<file path="config.mk">
export PLATFORM = sky130hd
export DESIGN_NAME = sram_ctrl
export DESIGN_NICKNAME = d
export VERILOG_FILES = /design/src/rtl/sram_ctrl_pkg.sv /design/src/rtl/sram_rd_buf.sv /design/src/rtl/sram_ctrl.sv
export SDC_FILE = /design/constraint.sdc
export NUM_CORES = 1
export LEC_CHECK = 0
export CAP_MARGIN = 40
export CORE_MARGIN = 2
export CORE_UTILIZATION = 38
export DETAILED_ROUTE_END_ITERATION = 16
export PLACE_DENSITY_LB_ADDON = 0.25
export SYNTH_ARGS = -nofsm -noshare
export SYNTH_HDL_FRONTEND = slang
export SYNTH_SLANG_ARGS = --single-unit
</file>
<file path="constraint.sdc">
create_clock -name clk -period 2.7 [get_ports clk]
set_clock_uncertainty 0.1 [all_clocks]
set_input_delay 0.405 -clock clk [delete_from_list [all_inputs] [get_ports clk]]
set_output_delay 0.405 -clock clk [all_outputs]
set_load 0.05 [all_outputs]
</file>
<file path="src/rtl/sram_ctrl_pkg.sv">
// Shared types and constants for the SRAM controller: FSM state encoding,
// default parameter values and external SRAM bus widths.
package sram_ctrl_pkg;

  typedef enum logic [1:0] {
    IDLE = 2'd0,
    LO   = 2'd1,
    HI   = 2'd2,
    DONE = 2'd3
  } state_t;

  localparam int DEF_BASE_ADDR   = 1024;
  localparam int DEF_WAIT_CYCLES = 5;
  localparam int SRAM_DW         = 16;
  localparam int SRAM_AW         = 18;
  localparam int WORD_AW         = SRAM_AW - 1;
  localparam int CNT_W           = 4;

endpackage

</file>
<file path="src/rtl/sram_rd_buf.sv">
// One-entry last-read buffer (word address, data, valid) used when the
// controller is built with SRAM_RD_BYPASS_EN.
module sram_rd_buf
  import sram_ctrl_pkg::*;
(
  input  logic               clk,
  input  logic               rst,
  input  logic               fill,
  input  logic [WORD_AW-1:0] fill_addr,
  input  logic [31:0]        fill_data,
  input  logic               clear,
  input  logic [WORD_AW-1:0] lookup_addr,
  output logic               hit,
  output logic [31:0]        data
);

  logic               valid;
  logic [WORD_AW-1:0] tag;
  logic [31:0]        store;

  always_ff @(posedge clk or posedge rst) begin
    if (rst) begin
      valid <= 1'b0;
      tag   <= '0;
      store <= '0;
    end else if (clear) begin
      valid <= 1'b0;
    end else if (fill) begin
      valid <= 1'b1;
      tag   <= fill_addr;
      store <= fill_data;
    end
  end

  assign hit  = valid && (tag == lookup_addr);
  assign data = store;

endmodule

</file>
<file path="src/rtl/sram_ctrl.sv">
// Pipeline MEM-stage to 16-bit async SRAM bridge: each 32-bit access is split
// into a low and a high half-word phase. Optional read bypass: SRAM_RD_BYPASS_EN.
//
// state | meaning
// IDLE  | waiting for wr_en/rd_en; ready high only when no request
// LO    | low half-word access, WAIT_CYCLES cycles
// HI    | high half-word access, WAIT_CYCLES cycles
// DONE  | ready high for one cycle, then back to IDLE
module sram_ctrl
  import sram_ctrl_pkg::*;
#(
  parameter int BASE_ADDR   = DEF_BASE_ADDR,
  parameter int WAIT_CYCLES = DEF_WAIT_CYCLES
) (
  input  logic               clk,
  input  logic               rst,
  input  logic               wr_en,
  input  logic               rd_en,
  input  logic [31:0]        address,
  input  logic [31:0]        wdata,
  output logic [31:0]        rdata,
  output logic               ready,
  output logic [SRAM_AW-1:0] sram_addr,
  output logic [SRAM_DW-1:0] sram_dq_o,
  input  logic [SRAM_DW-1:0] sram_dq_i,
  output logic               sram_dq_oe,
  output logic               sram_we_n
);

  localparam logic [CNT_W-1:0] CNT_LAST = CNT_W'(WAIT_CYCLES - 1);

  state_t             state, state_nxt;
  logic [CNT_W-1:0]   cnt, cnt_nxt;
  logic [31:0]        rdata_q;
  logic [31:0]        offset;
  logic [WORD_AW-1:0] word_addr;
  logic               req, last;
  logic               hit;
  logic [31:0]        hit_data;
  logic               unused_bits;

  assign offset      = address - 32'(BASE_ADDR);
  assign word_addr   = offset[WORD_AW+1:2];
  assign unused_bits = ^{offset[31:WORD_AW+2], offset[1:0]};
  assign req         = wr_en | rd_en;
  assign last        = (cnt == CNT_LAST);

`ifdef SRAM_RD_BYPASS_EN
  logic buf_hit, buf_fill, buf_clear;

  assign buf_fill  = (state == HI) && last && !wr_en;
  assign buf_clear = (state == IDLE) && wr_en;

  sram_rd_buf u_rd_buf (
    .clk         (clk),
    .rst         (rst),
    .fill        (buf_fill),
    .fill_addr   (word_addr),
    .fill_data   ({sram_dq_i, rdata_q[15:0]}),
    .clear       (buf_clear),
    .lookup_addr (word_addr),
    .hit         (buf_hit),
    .data        (hit_data)
  );

  assign hit   = (state == IDLE) && rd_en && !wr_en && buf_hit;
  assign rdata = hit ? hit_data : rdata_q;
`else
  assign hit      = 1'b0;
  assign hit_data = '0;
  assign rdata    = rdata_q;
`endif

  always_ff @(posedge clk or posedge rst) begin
    if (rst) begin
      state   <= IDLE;
      cnt     <= '0;
      rdata_q <= '0;
    end else begin
      state <= state_nxt;
      cnt   <= cnt_nxt;
      // a bypass hit also counts as a read, so the held value follows it
      if (hit)
        rdata_q <= hit_data;
      else if ((state == LO) && last && !wr_en)
        rdata_q[15:0] <= sram_dq_i;
      else if ((state == HI) && last && !wr_en)
        rdata_q[31:16] <= sram_dq_i;
    end
  end

  always_comb begin
    state_nxt  = state;
    cnt_nxt    = cnt;
    ready      = 1'b0;
    sram_addr  = '0;
    sram_dq_o  = '0;
    sram_dq_oe = 1'b0;
    sram_we_n  = 1'b1;
    case (state)
      IDLE: begin
        ready = !req || hit;
        if (req && !hit) begin
          state_nxt = LO;
          cnt_nxt   = '0;
        end
      end
      LO, HI: begin
        sram_addr = {word_addr, state == HI};
        if (wr_en) begin
          sram_we_n  = 1'b0;
          sram_dq_oe = 1'b1;
          sram_dq_o  = (state == HI) ? wdata[31:16] : wdata[15:0];
        end
        if (last) begin
          cnt_nxt   = '0;
          state_nxt = (state == LO) ? HI : DONE;
        end else begin
          cnt_nxt = cnt + CNT_W'(1);
        end
      end
      DONE: begin
        ready     = 1'b1;
        state_nxt = IDLE;
      end
      default: state_nxt = IDLE;
    endcase
  end

endmodule

</file>
==> metrics.md <==
| Metric | Value |
|---|---|
| RSZ-0062 raised after global routing | false |
| Clk sink count | 38 |
| Skew-Pair Late Insertion Delay | 0.29 ns |
| Share of cells above drive strength 1 | 29.5% |
| Min-delay src | rdata[1] |
| Worst hold path type | reg -> reg |
| Synth top area share | 43.5% |
| Setup slack at placement | 0.0652 ns |
| Status | finished clean |
| # diodes | 0 |
| Worst r2r src | cnt[0] |
| Core area | 5540 sq um |
| Max Fclk | 379 MHz |
| Clk buf depth | 2 |
| Peak VDD IR | 481 uV |
| Fin nets | 422 |
| Final Cycle Share | 97.7% |
| Fin. max-slew vios | 0 |
| FF-to-FF path depth | 5 |
| IO Pins | 153 |
| Detailed Place HPWL | 5000 um |
| Slew HR | 65.1% |
| Clk pin slew, worst setup/hold paths | 0.08 ns |
| Lkg Pwr | 1.78 nW |
| Number of global-route vias before repair | 1964 |
| CTS Buf Count | 5 |
| Initial antenna violation count | 0 |
| Fin util | 73.4% |
| Largest net degree at the start of global routing | 39 |
| Synth Flop Type | dfrtp_1 |
| Most frequent cell after synthesis | dfrtp_1 |
| Chip Height | 79.9 um |
| Yosys cell types | 35 |
| Setup violators final | 0 |
| FP Rows | 27 |
| Tmin final | 2.64 ns |
| Worst path bufs/invs | 2 |
| EDFF count, synth | 0 |
| PD cells | 1070 nW/um^2 |
| Hold_buf cts | 0 |
| Synthesized Nets | 280 |
| Via density | 4.76 |
| Total Routing Usage GR | 20.1% |
| Post-Syn Instances | 189 |
| Post-synth top cells | dfrtp_1 (38), nor2_1 (24), mux2_2 (22) |
| DRT Pass-1 Iters | 4 |
| CTS tree | done |
| Setup ws final | 0.0608 ns |
| Congestion Overflow GR | 0 |
| Fillers | 426 |
| Worst-margin pin slew | 0.519 ns |
| Cell Area, Placed | 3930 sq um |
| Max incr delay on CP | 0.43 ns |
| Synth area leader | dfrtp_1 |
| H-tree depth | 2 |
| MaxCap Viol Count | 0 |
| Post-cts sizing count | 0 |
| Critical path class | in -> out |
| Die X | 79.9 um |
| PortBufs | 137 |
| Synthesis-stage register bit count | 38 |
| WL final | 6280 um |
| GPL Wtd Cong | 0.782 |
| Antenna viol nets, final | 0 |
| Async SR Flop Fraction | 100% |
| Die Footprint | 6380 sq um |
| Synth area leaders | dfrtp_1 (43%), mux2_2 (11%), mux2i_1 (8.2%) |
| Mapped Avg Cell Area | 11.6 sq um |
| Final hold vios | 0 |
| Initial core utilization | 39.5% |
| Crit start category | input port |
| Area of the mapped netlist | 2190 sq um |
| Slowest CP cell | clkdlybuf4s50_1 |
| Worst Path Required | 2.19 ns |
| CP Max Fanout | 6 |
| Crit path DAT | 2.13 ns |
| Worst Hold End | rdata[1] |
| Clk root buf | clkbuf_8 |
| Hold path cells | 1 |
| First-pass GRT wire length | 9880 um |
| Cell breakdown of the critical path | clkdlybuf4s50_1 > or3_1 > nor4_1 > mux2i_1 > buf_12 |
| Crit. End Element | primary output |
| WL per Instance | 15.5 um |
| # Post-CTS Setup Buffers | 0 |
| Sequential area share after synthesis | 43.5% |
| Via count | 1925 |
| Register-to-register setup slack | 0.51 ns |
| CP top delay family | simple AND/OR/NAND/NOR gates |
| Design area | 4070 sq um |
| Area growth syn-to-layout | 85.9% |
| Synth Warn # | 0 |
| Initial DRC Count | 41 |
| DRC viols | 0 |
| Worst R2R End | rdata[19] |
## placed cells by master, fill, tap and decap left out, drive strengths merged, types with 5 or more instances in the layout
cell type / instances
and2: 8
buf: 44
clkbuf: 5
clkdlybuf4s50: 100
dfrtp: 38
ha: 7
inv: 9
mux2: 32
mux2i: 18
nand2b: 5
nor2: 24
## state kept, by name (all words and copies together) (netlist names)
signal / cells
rdata: 32
cnt: 4
state: 2
## worst register-to-register path: stages (launching register included)
cell and delay, ns:
dfrtp_1 0.43, inv_1 0.09, ha_1 0.17, and3b_1 0.42, nand4bb_4 0.43, mux2_4 0.44
## worst max path at each step
stage / endpoint / cells past startpoint / start
5_1_grt: sram_addr[17] / 5 / address[13]
3_5_place_dp: sram_addr[17] / 5 / address[14]
6_report: sram_addr[17] / 5 / address[14]
4_1_cts: sram_addr[17] / 5 / address[14]
2_1_floorplan: sram_dq_oe / 5 / state[0]
3_3_place_gp: sram_addr[17] / 5 / address[14]
## layout make-up
cell class	count	area (sq um)	area share, %
Clock inverter	3	68.8	1.69
Inverter	9	33.8	0.831
Timing Repair Buffer	144	1690	41.7
Tap cell	72	90.1	2.22
Clock buffer	5	68.8	1.69
Multi-Input combinational cell	133	1160	28.5
Sequential cell	38	951	23.4
## where the power goes
group / internal [mW] / total [mW] / switching (mW)
clock: 0.370 / 0.571 / 0.201
sequential: 0.756 / 0.872 / 0.116
combinational: 1.20 / 2.92 / 1.72
total: 2.32 / 4.36 / 2.04
## metrics by stage
step / std cells / hold slack (ns) / power, mW / setup TNS (ns)
2_1_floorplan: 189 / 0.394 / 2.61 / -0.0742
3_3_place_gp: 396 / 0.387 / 3.75 / 0
3_5_place_dp: 396 / 0.391 / 3.81 / 0
4_1_cts: 404 / 0.412 / 4.40 / 0
5_1_grt: 404 / 0.422 / 4.55 / 0
6_report: 404 / 0.408 / 4.36 / 0
## metal layers
metal	global-route usage, %	vias up	part of all wire (%)
met5	0	-	0
met4	6.61	0	1.7
met3	4.75	8	4.4
met2	38.8	51	57
met1	21.2	921	37
li1	-	945	-
## cells by family (layout without fill, tap and decap cells)
logic type	after synthesis	after routing	share of synthesized area [%]
adder cells (fa/ha/maj)	7	7	4.00
buffers and inverters	18	161	4.69
XOR/XNOR	3	3	1.20
AND/OR/NAND/NOR	59	59	15.8
flip-flops	38	38	43.5
multiplexers	50	50	26.4
AO/OA/AOI/OAI	14	14	4.35
Power figures use the tool's default switching activity.
